$ cat src/rtl/fifo_arb_pkg.sv
// Shared types and helpers for the round-robin FIFO write arbiter.
package fifo_arb_pkg;

  typedef enum logic {
    IDLE  = 1'b0,
    GRANT = 1'b1
  } arb_state_t;

  localparam int DEFAULT_WIDTH = 8;

  // Width needed for a counter that must hold values 0..max_val.
  function automatic int cnt_width(input int max_val);
    return (max_val < 1) ? 1 : $clog2(max_val + 1);
  endfunction

endpackage

$ cat src/rtl/fifo_rr_arb_if.sv
// Producer/FIFO-write bundle for fifo_rr_arb; slave is the arbiter, master the producers + FIFO.
interface fifo_rr_arb_if
  import fifo_arb_pkg::*;
#(
  parameter int N_REQ = 4,
  parameter int WIDTH = DEFAULT_WIDTH
);

  // Handshake: a beat of producer i moves on a rising edge where req_valid[i] and
  // req_ready[i] are both high; req_valid/req_data must stay stable until then.
  logic [N_REQ-1:0]       req_valid;
  logic [N_REQ*WIDTH-1:0] req_data;
  logic [N_REQ-1:0]       req_ready;
  logic                   fifo_full;
  logic                   fifo_we;
  logic [WIDTH-1:0]       fifo_in;
  logic [N_REQ-1:0]       grant;
  arb_state_t             dbg_state;

  modport master (
    output req_valid, req_data, fifo_full,
    input  req_ready, fifo_we, fifo_in, grant, dbg_state
  );

  modport slave (
    input  req_valid, req_data, fifo_full,
    output req_ready, fifo_we, fifo_in, grant, dbg_state
  );

endinterface

$ cat src/rtl/rr_pick.sv
// Round-robin search: first set bit of req at or above start, wrapping around.
module rr_pick #(
  parameter int N  = 4,
  parameter int IW = $clog2(N)
) (
  input  logic [N-1:0]  req,
  input  logic [IW-1:0] start,
  output logic          found,
  output logic [IW-1:0] pick
);

  logic [IW-1:0] idx;

  // Scan from the farthest offset down so the nearest hit is the last one written.
  always_comb begin
    found = |req;
    pick  = start;
    idx   = '0;
    for (int i = N - 1; i >= 0; i--) begin
      idx = IW'((int'(start) + i) % N);
      if (req[idx]) pick = idx;
    end
  end

endmodule

$ cat src/rtl/fifo_rr_arb.sv
// Round-robin arbiter sharing one FIFO write port among N_REQ producers with bounded bursts.
// Optional per-requester beat counters are enabled with FIFO_RR_ARB_STATS_EN.
module fifo_rr_arb
  import fifo_arb_pkg::*;
#(
  parameter int N_REQ     = 4,
  parameter int WIDTH     = DEFAULT_WIDTH,
  parameter int MAX_BURST = 4
) (
  input  logic                      clk,
  input  logic                      rst,
  fifo_rr_arb_if.slave              bus
`ifdef FIFO_RR_ARB_STATS_EN
  ,
  input  logic [$clog2(N_REQ)-1:0]  stat_sel,
  input  logic                      stat_clr,
  output logic [15:0]               stat_cnt
`endif
);

  localparam int            IW        = $clog2(N_REQ);
  localparam int            BW        = cnt_width(MAX_BURST);
  localparam logic [BW-1:0] LAST_BEAT = BW'(MAX_BURST - 1);
  localparam logic [IW-1:0] LAST_IDX  = IW'(N_REQ - 1);

  arb_state_t       state;
  logic [N_REQ-1:0] grant_q;
  logic [IW-1:0]    owner;
  logic [IW-1:0]    rr_ptr;
  logic [IW-1:0]    pick;
  logic [BW-1:0]    beat_cnt;
  logic             found;
  logic             owner_valid;
  logic             xfer;

  rr_pick #(.N(N_REQ)) u_pick (
    .req   (bus.req_valid),
    .start (rr_ptr),
    .found (found),
    .pick  (pick)
  );

  assign owner_valid   = bus.req_valid[owner];
  assign xfer          = (state == GRANT) && owner_valid && !bus.fifo_full;
  assign bus.req_ready = grant_q & {N_REQ{xfer}};
  assign bus.fifo_we   = xfer;
  assign bus.fifo_in   = (state == GRANT) ? bus.req_data[owner*WIDTH +: WIDTH] : '0;
  assign bus.grant     = grant_q;
  assign bus.dbg_state = state;

  // A full FIFO freezes the burst in place; only an idle owner or a spent burst rotates.
  always_ff @(posedge clk or negedge rst) begin
    if (!rst) begin
      state    <= IDLE;
      grant_q  <= '0;
      owner    <= '0;
      rr_ptr   <= '0;
      beat_cnt <= '0;
    end else begin
      case (state)
        IDLE: begin
          if (found) begin
            state    <= GRANT;
            grant_q  <= N_REQ'(1) << pick;
            owner    <= pick;
            beat_cnt <= '0;
          end
        end
        GRANT: begin
          if (!owner_valid || (xfer && beat_cnt == LAST_BEAT)) begin
            state    <= IDLE;
            grant_q  <= '0;
            beat_cnt <= '0;
            rr_ptr   <= (owner == LAST_IDX) ? '0 : owner + 1'b1;
          end else if (xfer) begin
            beat_cnt <= beat_cnt + 1'b1;
          end
        end
        default: state <= IDLE;
      endcase
    end
  end

`ifdef FIFO_RR_ARB_STATS_EN
  logic [15:0] stat_q [N_REQ];

  // Clear wins over a same-cycle increment; counters stick at all-ones.
  always_ff @(posedge clk or negedge rst) begin
    if (!rst) begin
      for (int i = 0; i < N_REQ; i++) stat_q[i] <= '0;
    end else if (stat_clr) begin
      for (int i = 0; i < N_REQ; i++) stat_q[i] <= '0;
    end else if (xfer && stat_q[owner] != 16'hFFFF) begin
      stat_q[owner] <= stat_q[owner] + 16'd1;
    end
  end

  assign stat_cnt = stat_q[stat_sel];
`endif

endmodule

$ cat src/flat_wrapper.sv
// flat-port wrapper written by rule: the top's interface ports become plain ports
module fifo_rr_arb_flat import fifo_arb_pkg::*;
#(
  parameter int N_REQ     = 4,
  parameter int WIDTH     = DEFAULT_WIDTH,
  parameter int MAX_BURST = 4
)
  (clk, rst, bus_req_valid, bus_req_data, bus_fifo_full, bus_req_ready, bus_fifo_we, bus_fifo_in, bus_grant, bus_dbg_state);
  fifo_rr_arb_if #(.N_REQ(N_REQ), .WIDTH(WIDTH)) bus_i ();
  input  logic clk;
  input  logic rst;
  input wire logic [$bits(bus_i.req_valid)-1:0] bus_req_valid;
  input wire logic [$bits(bus_i.req_data)-1:0] bus_req_data;
  input wire logic [$bits(bus_i.fifo_full)-1:0] bus_fifo_full;
  output wire logic [$bits(bus_i.req_ready)-1:0] bus_req_ready;
  output wire logic [$bits(bus_i.fifo_we)-1:0] bus_fifo_we;
  output wire logic [$bits(bus_i.fifo_in)-1:0] bus_fifo_in;
  output wire logic [$bits(bus_i.grant)-1:0] bus_grant;
  output wire logic [$bits(bus_i.dbg_state)-1:0] bus_dbg_state;
  assign bus_i.req_valid = bus_req_valid;
  assign bus_i.req_data = bus_req_data;
  assign bus_i.fifo_full = bus_fifo_full;
  assign bus_req_ready = bus_i.req_ready;
  assign bus_fifo_we = bus_i.fifo_we;
  assign bus_fifo_in = bus_i.fifo_in;
  assign bus_grant = bus_i.grant;
  assign bus_dbg_state = bus_i.dbg_state;
  fifo_rr_arb #(.N_REQ(N_REQ), .WIDTH(WIDTH), .MAX_BURST(MAX_BURST)) u_core (.clk(clk), .rst(rst), .bus(bus_i));
endmodule
$ cat config.mk
export PLATFORM = sky130hd
export DESIGN_NAME = fifo_rr_arb_flat
export DESIGN_NICKNAME = d
export VERILOG_FILES = /design/src/rtl/fifo_arb_pkg.sv /design/src/rtl/fifo_rr_arb_if.sv /design/src/rtl/rr_pick.sv /design/src/rtl/fifo_rr_arb.sv /design/src/flat_wrapper.sv
export SDC_FILE = /design/constraint.sdc
export NUM_CORES = 1
export LEC_CHECK = 0
export BUFFER_PORTS_ARGS = -buffer_cell sky130_fd_sc_hd__buf_2
export CORE_MARGIN = 2
export CORE_UTILIZATION = 40
export DETAILED_ROUTE_END_ITERATION = 16
export PLACE_DENSITY = 0.84
export SLEW_MARGIN = 10
export SYNTH_ARGS = -nofsm -noshare
export SYNTH_HDL_FRONTEND = slang
export SYNTH_SLANG_ARGS = --single-unit
$ cat constraint.sdc
create_clock -name clk -period 5.2 [get_ports clk]
set_clock_uncertainty 0.1 [all_clocks]
set_input_delay 0.26 -clock clk [delete_from_list [all_inputs] [get_ports clk]]
set_output_delay 0.26 -clock clk [all_outputs]
set_load 0.1 [all_outputs]
==> impl_metrics.yaml <==
placed_design:
  portBuffers: 56
  gp_congestion: 0.766
  hpwl_mm: 1.90
  place_inst: 168
  place_ws_ns: 2.68
cts:
  clkTransAtPathRegs_ns: 0.08
  clkSinkCount: 12
  cts_tree: "done"
  cts_buffers: 3
  cts_resized: 0
  clockBufferDepth: 2
  cts_max_level: 1
  clock_latency_ns: 0.27
  cts-root-buf: "clkbuf_4"
cells_and_area:
  nFillCells: 202
  layout.nets: 188
  diodes: 0
  final_cells: 173
  area_growth_pct: 36.8
  drive_above_1_share: 0.517
min_path:
  hold_path.class: "in2async"
setup_path:
  path_cells: "mux4_2 > nand2_1 > nor2_1 > and2_1 > buf_2"
  r2r_start: "u_core.owner[0]$_DFFE_PN0P_"
  critical_path_buf_inv_count: 1
  regToRegEndpoint: "u_core.bus.grant[2]$_DFFE_PN0P_"
  crit_fanout: 12
  cp_top_family: "flip-flops"
  critPathKind: "reg2out"
  slowest_delay_ns: 0.72
  critPathRequiredTime_ns: 4.84
  slowest_stage: "dfrtp_1"
  end_kind: "output pin"
  reg2reg_setup_slack_ns: 3.00
  worstPathArrival_ns: 2.41
  crit_path_start_kind: "flop"
  rr_worst_depth: 4
sta:
  final_max_slew_viol_count: 0
  final.setup.tns_ns: 0
  period_needed_ns: 2.77
  rsz0062_at_grt: "false"
  maxSlewHeadroom: 0.606
  fin_crit_sh: 0.533
  worst_slack_ns: 2.43
  setup_violations: 0
  max_freq_ghz: 0.361
  hold_violations: 0
  tightest_slew_ns: 0.591
global_route:
  grtUsageTotal: 0.171
  grt_max_degree: 15
  antenna_found_initial: 0
  grt_pass1_vias: 856
  grt_pass1_wl_mm: 3.49
  grt_overflow: 0
logic_synthesis:
  synth_compound_area_frac: 0.173
  synth_top_family_by_area: "multiplexers"
  syn_area_um2: 935
  ys_types: 33
  ys_ff_latch: 12
  async_flop_share: 1.00
  synth_cells: 88
  syn_avg_cell_area_um2: 10.6
  synth.area.mux_share: 0.229
  ys.flop_type: "dfrtp_1"
  seq_area_frac_synth: 0.321
  synth-simple-area-share: 0.202
  synth.net_count: 130
  synth_xor_area_frac: 0
  synth_top_area_frac: 0.321
  ys_warn_count: 0
  synth-edff-count: 0
  synth_fa_ha_area_frac: 0.0402
  yosys-top-cells-area: "dfrtp_1, mux4_2, and2_1"
  synth.largest_area_cell: "dfrtp_1"
routing:
  antenna_left: 0
  drcViolationCount: 0
  vias: 931
  vias_per_cell: 5.38
  dr.pass1.iters: 5
  routed_wl_mm: 2.32
  drt_iter0_markers: 11
  wl_per_cell_um: 13.4
floorplanning:
  fp.dieH_um: 52.3
  rows: 17
  ios: 57
  core_area_um2: 2210
  die_w_um: 52.3
  initial_core_util: 0.423
  die_area_um2: 2740
run_status:
  status: "completed"
run:
  maxCapViolCount: 0
-- kinds of logic (layout without fill, tap and decap cells) --
family,count (synthesis),count (layout)
AOI/OAI and AO/OA,20,20
muxes,10,10
DFF,12,12
and+or+nand+nor,35,35
buffers and inverters,8,65
adders and majority gates,3,3
-- per-layer routing --
metal | routed length, um | vias up | track usage | part of all wire
li1 | - | 443 | - | -
met1 | 962 | 431 | 0.194 | 0.41
met2 | 1070 | 57 | 0.319 | 0.46
met3 | 289 | 0 | 0.0429 | 0.12
met4 | 0 | 0 | 0.0385 | 0
met5 | 0 | - | 0 | 0
-- state kept, by name, indices dropped and copies added, names as in the netlist --
name,cells
u_core.bus.grant,4
u_core.bus.dbg_state,1
u_core.rr_ptr,2
u_core.beat_cnt,3
u_core.owner,2
-- cells in the mapped netlist (all sizes together) (2+ instances only) --
cell type and number:
a21oi 2, a22o 4, and2 13, buf 2, clkbuf 2, dfrtp 12
ha 3, inv 4, mux4 9, nand2 7, nor2 7, o21ai 2
o22ai 2
-- worst max-delay path by stage --
stage                              startpoint          endpoint  depth (start not counted)
6_report          u_core.owner[0]$_DFFE_PN0P_  bus_req_ready[1]                          5
5_1_grt           u_core.owner[0]$_DFFE_PN0P_  bus_req_ready[0]                          5
4_1_cts           u_core.owner[0]$_DFFE_PN0P_  bus_req_ready[0]                          5
3_5_place_dp      u_core.owner[0]$_DFFE_PN0P_  bus_req_ready[0]                          5
3_3_place_gp      u_core.owner[0]$_DFFE_PN0P_  bus_req_ready[0]                          5
2_1_floorplan  u_core.bus.dbg_state$_DFF_PN0_  bus_req_ready[0]                          3
-- layout make-up --
cell class                 count  area, um^2  share of cell area
multi-input combinational     68         602               0.471
sequential                    12         300               0.235
timing repair buffer          57         290               0.227
clock buffer                   4        36.3              0.0284
inverter                       4        15.0              0.0117
tap                           28        35.0              0.0274
-- timing repair --
item                                    4_1_cts  5_1_grt
hold endpoints to repair                     12        0
endpoints found under the setup margin        0        0
hold buffers                                  1        0
buffers inserted                              0        0
-- placed cells by master (no fill, tap or decap), types with 2 or more instances in the layout --
master     n
a21oi_1    2
inv_1      4
ha_1       3
dfrtp_1   12
nand2_1    7
and2_1    12
o21ai_0    2
a22o_1     4
o22ai_1    2
mux4_2     9
buf_2     56
nor2_1     7
clkbuf_4   3
-- stage by stage --
stage | hold WS [ns] | cell area, um^2 | utilization
2_1_floorplan | -0.136 | 935 | -
3_3_place_gp | 0.0507 | 1230 | 0.557
3_5_place_dp | 0.0540 | 1230 | 0.557
4_1_cts | 0.288 | 1280 | 0.578
5_1_grt | 0.304 | 1280 | 0.578
6_report | 0.285 | 1280 | 0.578
Power is left out: the tool's default activity adds up to more than one toggle a clock period on the data nets, which glitch-free logic cannot reach.
